$ cat config.mk
export PLATFORM = sky130hd
export DESIGN_NAME = add_accumulator
export DESIGN_NICKNAME = d
export VERILOG_FILES = /design/src/rtl/add_acc_pkg.sv /design/src/rtl/sample_counter.sv /design/src/rtl/add_accumulator.sv
export SDC_FILE = /design/constraint.sdc
export NUM_CORES = 1
export LEC_CHECK = 0
export ABC_AREA = 1
export CAP_MARGIN = 5
export CELL_PAD_IN_SITES_DETAIL_PLACEMENT = 0
export CELL_PAD_IN_SITES_GLOBAL_PLACEMENT = 1
export CORE_UTILIZATION = 36
export CTS_CLUSTER_SIZE = 20
export DETAILED_ROUTE_END_ITERATION = 10
export PLACE_DENSITY = 0.9
export SYNTH_ARGS = -nofsm -noshare
export SYNTH_HDL_FRONTEND = slang
export SYNTH_SLANG_ARGS = --single-unit
$ cat constraint.sdc
create_clock -name clk -period 3.2 [get_ports clk]
set_input_delay 0.64 -clock clk [delete_from_list [all_inputs] [get_ports clk]]
set_output_delay 0.64 -clock clk [all_outputs]
set_load 0.1 [all_outputs]
$ cat src/rtl/add_acc_pkg.sv
// add_acc_pkg: shared state encoding, counter width and default widths for add_accumulator
package add_acc_pkg;
   localparam int CNT_W = 4;
   localparam int DEF_WIDTH = 4;
   localparam int DEF_ACC_W = 8;
   typedef enum logic [1:0] {IDLE, ACCUM, DONE} state_t;
endpackage

$ cat src/rtl/sample_counter.sv
// sample_counter: loadable down counter tracking how many adder results remain in a batch
module sample_counter
   import add_acc_pkg::*;
(
   input  logic             clk,
   input  logic             rst,
   input  logic             load,
   input  logic             dec,
   input  logic [CNT_W-1:0] din,
   output logic [CNT_W-1:0] q,
   output logic             zero
);
   assign zero = q == '0;
   // load has priority over decrement; reset clears the count
   always_ff @(posedge clk)
      if (rst) q <= '0;
      else if (load) q <= din;
      else if (dec) q <= q - CNT_W'(1);
endmodule

$ cat src/rtl/add_accumulator.sv
// add_accumulator: sums N {cout,sum} results from an upstream adder per batch; ADD_ACC_SAT_EN selects saturation instead of wrap
module add_accumulator
   import add_acc_pkg::*;
#(
   parameter int WIDTH = DEF_WIDTH,
   parameter int ACC_W = DEF_ACC_W
)(
   input  logic             clk,
   input  logic             rst,
   input  logic             start,
   input  logic [CNT_W-1:0] count,
   input  logic             in_valid,
   input  logic [WIDTH-1:0] in_sum,
   input  logic             in_cout,
   output logic             in_ready,
   output logic [ACC_W-1:0] acc,
   output logic             acc_valid,
   output logic             busy,
   output logic             ovf
);
   state_t           state, state_nx;
   logic [CNT_W-1:0] remaining;
   logic             rem_zero, hs, accept, last;
   logic [ACC_W-1:0] addend, acc_nx;
   logic [ACC_W:0]   sum;
   assign in_ready  = state == ACCUM;
   assign busy      = state != IDLE;
   assign acc_valid = state == DONE;
   assign hs        = in_valid & in_ready;
   assign accept    = (state == IDLE) & start;
   assign last      = hs & (remaining == CNT_W'(1));
   assign addend    = ACC_W'({in_cout, in_sum});
   assign sum       = {1'b0, acc} + {1'b0, addend};
`ifdef ADD_ACC_SAT_EN
   assign acc_nx = sum[ACC_W] ? '1 : sum[ACC_W-1:0];
`else
   assign acc_nx = sum[ACC_W-1:0];
`endif
   sample_counter u_cnt (
      .clk  (clk),
      .rst  (rst),
      .load (accept),
      .dec  (hs),
      .din  (count),
      .q    (remaining),
      .zero (rem_zero)
   );
   // next state; an empty counter in ACCUM also exits so the FSM can never stall
   always_comb
      state_nx = (state == IDLE)  ? (start ? ((count != '0) ? ACCUM : DONE) : IDLE) :
                 (state == ACCUM) ? ((last | rem_zero) ? DONE : ACCUM) : IDLE;
   // state register
   always_ff @(posedge clk)
      if (rst) state <= IDLE;
      else state <= state_nx;
   // accumulator and sticky overflow: cleared on accepted start, updated per handshake
   always_ff @(posedge clk)
      if (rst || accept) begin
         acc <= '0;
         ovf <= 1'b0;
      end else if (hs) begin
         acc <= acc_nx;
         ovf <= ovf | sum[ACC_W];
      end
endmodule

==> results of run 1 <==
[power by group]
group          internal, mW  switching (mW)
Sequential            0.197         0.00779
Clock                0.0484          0.0606
Combinational        0.0534           0.114
[kinds of logic after synthesis]
family / Yosys count
flops: 15
compound gates: 20
buf+inv: 28
simple gates: 72
fa+ha+maj: 8
[layout make-up]
class,count,share of cell area [%]
clock buffers,4,2.13
inverters,27,8.21
multi-input cells,100,45.3
flip-flops and latches,15,24.3
well taps,30,3.04
repair buffers,24,17.0
[how the worst max path moves through the flow]
| stage | slack (ns) | to | from | cells after the start |
|---|---|---|---|---|
| 2_1_floorplan | 0.92 | ovf | acc[0] | 10 |
| 3_5_place_dp | 0.83 | ovf | in_sum[0] | 11 |
| 5_1_grt | 0.96 | ovf | in_sum[0] | 11 |
| 4_1_cts | 1.11 | ovf | in_sum[0] | 11 |
| 3_3_place_gp | 0.88 | acc[6] | in_sum[0] | 12 |
| 6_report | 1.12 | ovf | in_sum[0] | 11 |
[worst max-delay path: stages]
cell	delay (ns)
clkdlybuf4s50_1	0.46
ha_1	0.17
inv_1	0.05
fa_1	0.38
inv_1	0.08
nand2_1	0.07
nand2_1	0.08
nand3_1	0.07
nand2_1	0.09
nand3_1	0.08
a21oi_1	0.13
[state kept, by name, indices dropped and copies added, names as in the netlist]
signal,flops
acc,8
u_cnt.q,4
state,2
ovf,1
[routing by layer]
metal  GRT usage (%)  routed length, um  part of all wire (%)
met1            21.2               1060                    49
met2            27.6               1020                    47
met3            5.93                 57                   2.6
met4            3.95                 17                  0.79
met5               0                  0                     0
[cell usage after synthesis (all sizes together)]
cell / instances
fa: 1
o211ai: 2
inv: 27
dfxtp: 15
ha: 7
nand2: 36
nor2: 13
o21ai: 4
nor3: 1
nand3: 17
or2: 3
a31oi: 1
a21oi: 13
buf: 1
nand3b: 2
[metrics by stage]
stage | utilization (%) | total power [mW]
after floorplan | - | 0.331
after global placement | 47.9 | 0.373
after detailed placement | 47.9 | 0.377
after CTS | 49.0 | 0.487
after global routing | 49.0 | 0.510
final | 49.0 | 0.481
==> impl_metrics.csv, run 1 <==
group,metric,value,unit
hold_path,holdPathEnd,"ovf",
clock_network,insertion_delay,0.28,ns
yosys,synth_xor_area_share,0,%
grt,antenna_found_initial,0,
yosys,yosysWarningCount,0,
clock_network,cts-hold-fix-buffers,0,
grt,grt_pass1_vias,850,
yosys,yosys.area_share.simple,35.5,%
yosys,synth.area.mux_share,0,%
route,wirelength,2150,um
timing,layout_min_cycle_time,2.08,ns
power,power.leakage,0.596,nW
finish,fin_cells,200,
timing,worst_hold_slack,0.481,ns
setup_path,worstSetupPathType,"in2reg",
clock_network,post_cts_buffers,0,
finish,synthToLayoutAreaGrowth,27.0,%
yosys,synthCells,143,
finish,mostFrequentLayoutCells,"nand2_1 (35), inv_1 (24), dfxtp_1 (15)",
status,status,"finished clean",
yosys,postSynthRegisterBits,15,
die,fp.dieW,54.0,um
clock_network,cts.sinks,15,
yosys,synth_cell_type_count,22,
timing,slew_viol_final,0,
clock_network,cts_buffers,3,
finish,final_common_cell,"nand2_1",
finish,nFillCells,271,
die,initial_core_util,38.5,%
timing,setup_slack,1.12,ns
die,die_area,0.00291,mm^2
finish,final_nets,192,
finish,antenna_cells,0,
timing,fmax,482,MHz
die,ioPinCount,25,
setup_path,critPathRequiredTime,3.42,ns
die,rows,18,
clock_network,clockBufferDepth,2,
placement,placed_cells,196,
power,vdd_ir_drop_max,0.261,mV
placement,dp_slack,0.826,ns
die,die_h,54.0,um
clock_network,htreeDepth,1,
setup_path,cp-end-kind,"register",
yosys,synth_area,972,um^2
timing,finalClockSkew,0.00259,ns
yosys,yosysTopAreaCell,"dfxtp_1",
placement,hpwlAfterDp,1700,um
yosys,yosysTopAreaCellShare,30.9,%
job,drv_cap,0,
timing,grt_setup_unrepaired,"no",
yosys,synth_top_family_by_area,"simple AND/OR/NAND/NOR gates",
hold_path,hold_class,"reg2reg",
setup_path,crit_path_start_kind,"input port",
finish,design_area,0.00123,mm^2
hold_path,hold_path_depth,2,
grt,grt_pass1_wl,3530,um
route,drcViolationCount,0,
clock_network,cts-root-buf,"clkbuf_4",
yosys,synth-seq-area-share,30.9,%
setup_path,ff2ff_setup_slack,1.57,ns
route,drtIter0Drc,8,
route,first_pass_iters,3,
clock_network,path_clk_slew,0.09,ns
yosys,yosys-top-cells-area,"dfxtp_1 (31%), nand2_1 (14%), inv_1 (9.3%), ha_1 (9.0%), nand3_1 (7.2%)",
finish,multi_input_area,559,um^2
timing,worst_pin_slew,0.343,ns
timing,hold_viol_final,0,
yosys,synthAdderAreaFrac,11.1,%
finish,seqCellArea,300,um^2
route,routedWlPerCell,10.8,um
setup_path,r2r-end,"ovf",
grt,grt_max_degree,13,
route,antenna_left,0,
setup_path,arrival,2.30,ns
die,fp.coreArea,0.00252,mm^2
timing,finalSetupViolations,0,
clock_network,cts_resized,0,
timing,fin_setup_tns,0,ns
setup_path,r2r-start,"acc[0]",
grt,grtUsageTotal,17.0,%
setup_path,critPathMaxFanout,3,
hold_path,min-delay-start,"ovf",
clock_network,cts_tree,"yes",
power,powerDensity,390,mW/mm^2
timing,min_period_over_period,64.9,%
timing,slew_headroom,77.1,%
yosys,synth-compound-area-share,10.9,%
setup_path,ff2ff_path_depth,10,
placement,port_buffers,24,
yosys,syn_avg_cell_area,6.80,um^2
finish,drive_gt1_share,15.3,%
route,vias_per_cell,4.83,
route,vias,966,
grt,overflow,0,
placement,gp_congestion,0.784,
placement,placed_cell_area,0.00121,mm^2
yosys,synth_fp_nets,164,
Note: power is estimated with default switching activity, not from simulation.
==> inputs of run 2 (changes only) <==
- CORE_UTILIZATION: 36 -> 30
- PLACE_DENSITY: 0.9 -> 0.8
- clock period: 3.2 -> 1.9 ns (I/O delays scaled with it)
==> impl_metrics.csv, run 2 (synthesized netlist as in run 1, its figures left out) <==
group,metric,value,unit
status,status,"finished clean",
job,drv_cap,0,
finish,antenna_cells,0,
placement,placed_cells,214,
placement,placed_cell_area,0.00134,mm^2
finish,largestRegisters,"acc (8), u_cnt.q (4), state (2)",
placement,port_buffers,24,
grt,grt_pass1_wl,3780,um
clock_network,cts_buffers,3,
route,wirelength,2110,um
grt,overflow,0,
grt,grtUsageTotal,14.1,%
setup_path,critPathRequiredTime,2.12,ns
finish,multi_input_area,567,um^2
setup_path,arrival,1.95,ns
timing,grt_setup_unrepaired,"no",
die,die_area,0.00347,mm^2
timing,fmax,577,MHz
route,vias,954,
clock_network,post_cts_buffers,0,
die,fp.dieW,58.9,um
finish,largest_register,"acc",
clock_network,insertion_delay,0.28,ns
route,antenna_left,0,
die,rows,20,
finish,seqCellArea,309,um^2
clock_network,path_clk_slew,0.10,ns
power,power.leakage,0.635,nW
route,drcViolationCount,0,
timing,layout_min_cycle_time,1.73,ns
die,fp.coreArea,0.00305,mm^2
die,ioPinCount,25,
setup_path,critPathMaxFanout,3,
timing,min_period_over_period,91.1,%
power,powerDensity,612,mW/mm^2
setup_path,worstSetupPathType,"in2reg",
grt,antenna_found_initial,0,
route,drtIter0Drc,36,
placement,hpwlAfterDp,1680,um
finish,design_area,0.00137,mm^2
clock_network,cts-root-buf,"clkbuf_4",
clock_network,cts_tree,"yes",
route,first_pass_iters,4,
finish,synthToLayoutAreaGrowth,41.3,%
timing,worst_hold_slack,0.476,ns
timing,slew_headroom,81.6,%
finish,fin_cells,218,
route,routedWlPerCell,9.67,um
placement,gp_congestion,0.772,
setup_path,cp-end-kind,"register",
clock_network,htreeDepth,1,
route,vias_per_cell,4.38,
die,initial_core_util,31.8,%
finish,largest_reg_flops,8,
clock_network,clockBufferDepth,2,
timing,finalClockSkew,0.00464,ns
setup_path,crit_path_start_kind,"input port",
clock_network,cts.sinks,15,
timing,finalSetupViolations,0,
grt,grt_pass1_vias,858,
finish,nFillCells,335,
timing,worst_pin_slew,0.278,ns
finish,final_common_cell,"nand2_1",
timing,fin_setup_tns,0,ns
finish,final_nets,196,
timing,slew_viol_final,0,
finish,mostFrequentLayoutCells,"nand2_1 (34), inv_1 (24), nand3_1 (14)",
timing,hold_viol_final,0,
finish,drive_gt1_share,21.8,%
power,vdd_ir_drop_max,0.395,mV
die,die_h,58.9,um
grt,grt_max_degree,13,
hold_path,hold_class,"reg2reg",
[run 2: stage by stage]
stage,setup slack [ns],power [mW],util [%]
floorplan,0.0909,0.559,-
global placement,-0.153,0.657,44.0
detailed placement,-0.196,0.661,44.0
CTS,0.105,0.855,44.8
global route,0.0425,0.901,45.0
finish,0.168,0.840,45.0
[run 2: per-layer routing]
metal | up-vias | GRT usage, % | share of wire, %
met3 | 2 | 1.32 | 2.0
li1 | 520 | - | -
met2 | 11 | 21.4 | 45
met5 | - | 0 | 0
met4 | 0 | 5.10 | 1.1
met1 | 421 | 20.8 | 52
[run 2: power by group]
part	total, mW	internal, mW	switching (mW)
combinational	0.308	0.113	0.195
sequential	0.345	0.331	0.0135
clock	0.188	0.0814	0.107
[run 2: area by class of cell]
class	instances	share of cell area, %
multi-input cells	100	41.3
repair buffers	28	23.0
inverters	27	7.38
flip-flops and latches	15	22.5
well taps	44	4.01
clock buffers	4	1.91
[run 2: timing repair]
item / 4_1_cts / 5_1_grt
endpoints found under the setup margin: 0 / 2
gates resized for setup: 0 / 2
hold buffers: 0 / 0
endpoints found under the hold margin: 0 / 0
[run 2: critical path, cell delays in order]
cell and delay [ns]:
clkdlybuf4s50_1 0.46, ha_1 0.16, inv_1 0.06, fa_2 0.34
inv_1 0.07, nand2_1 0.06, nand2_1 0.08, nand3_1 0.08
nand2_2 0.08, nand3_1 0.07, a21oi_1 0.12
[run 2: path summary, 6_finish.rpt]
path	cells past startpoint	slack, ns	start	to
worst max-delay path	11	0.17	in_sum[0]	ovf
worst min-delay path	2	0.48	ovf	ovf
worst max register to register	10	0.37	acc[0]	ovf
worst min register to register	2	0.48	ovf	ovf
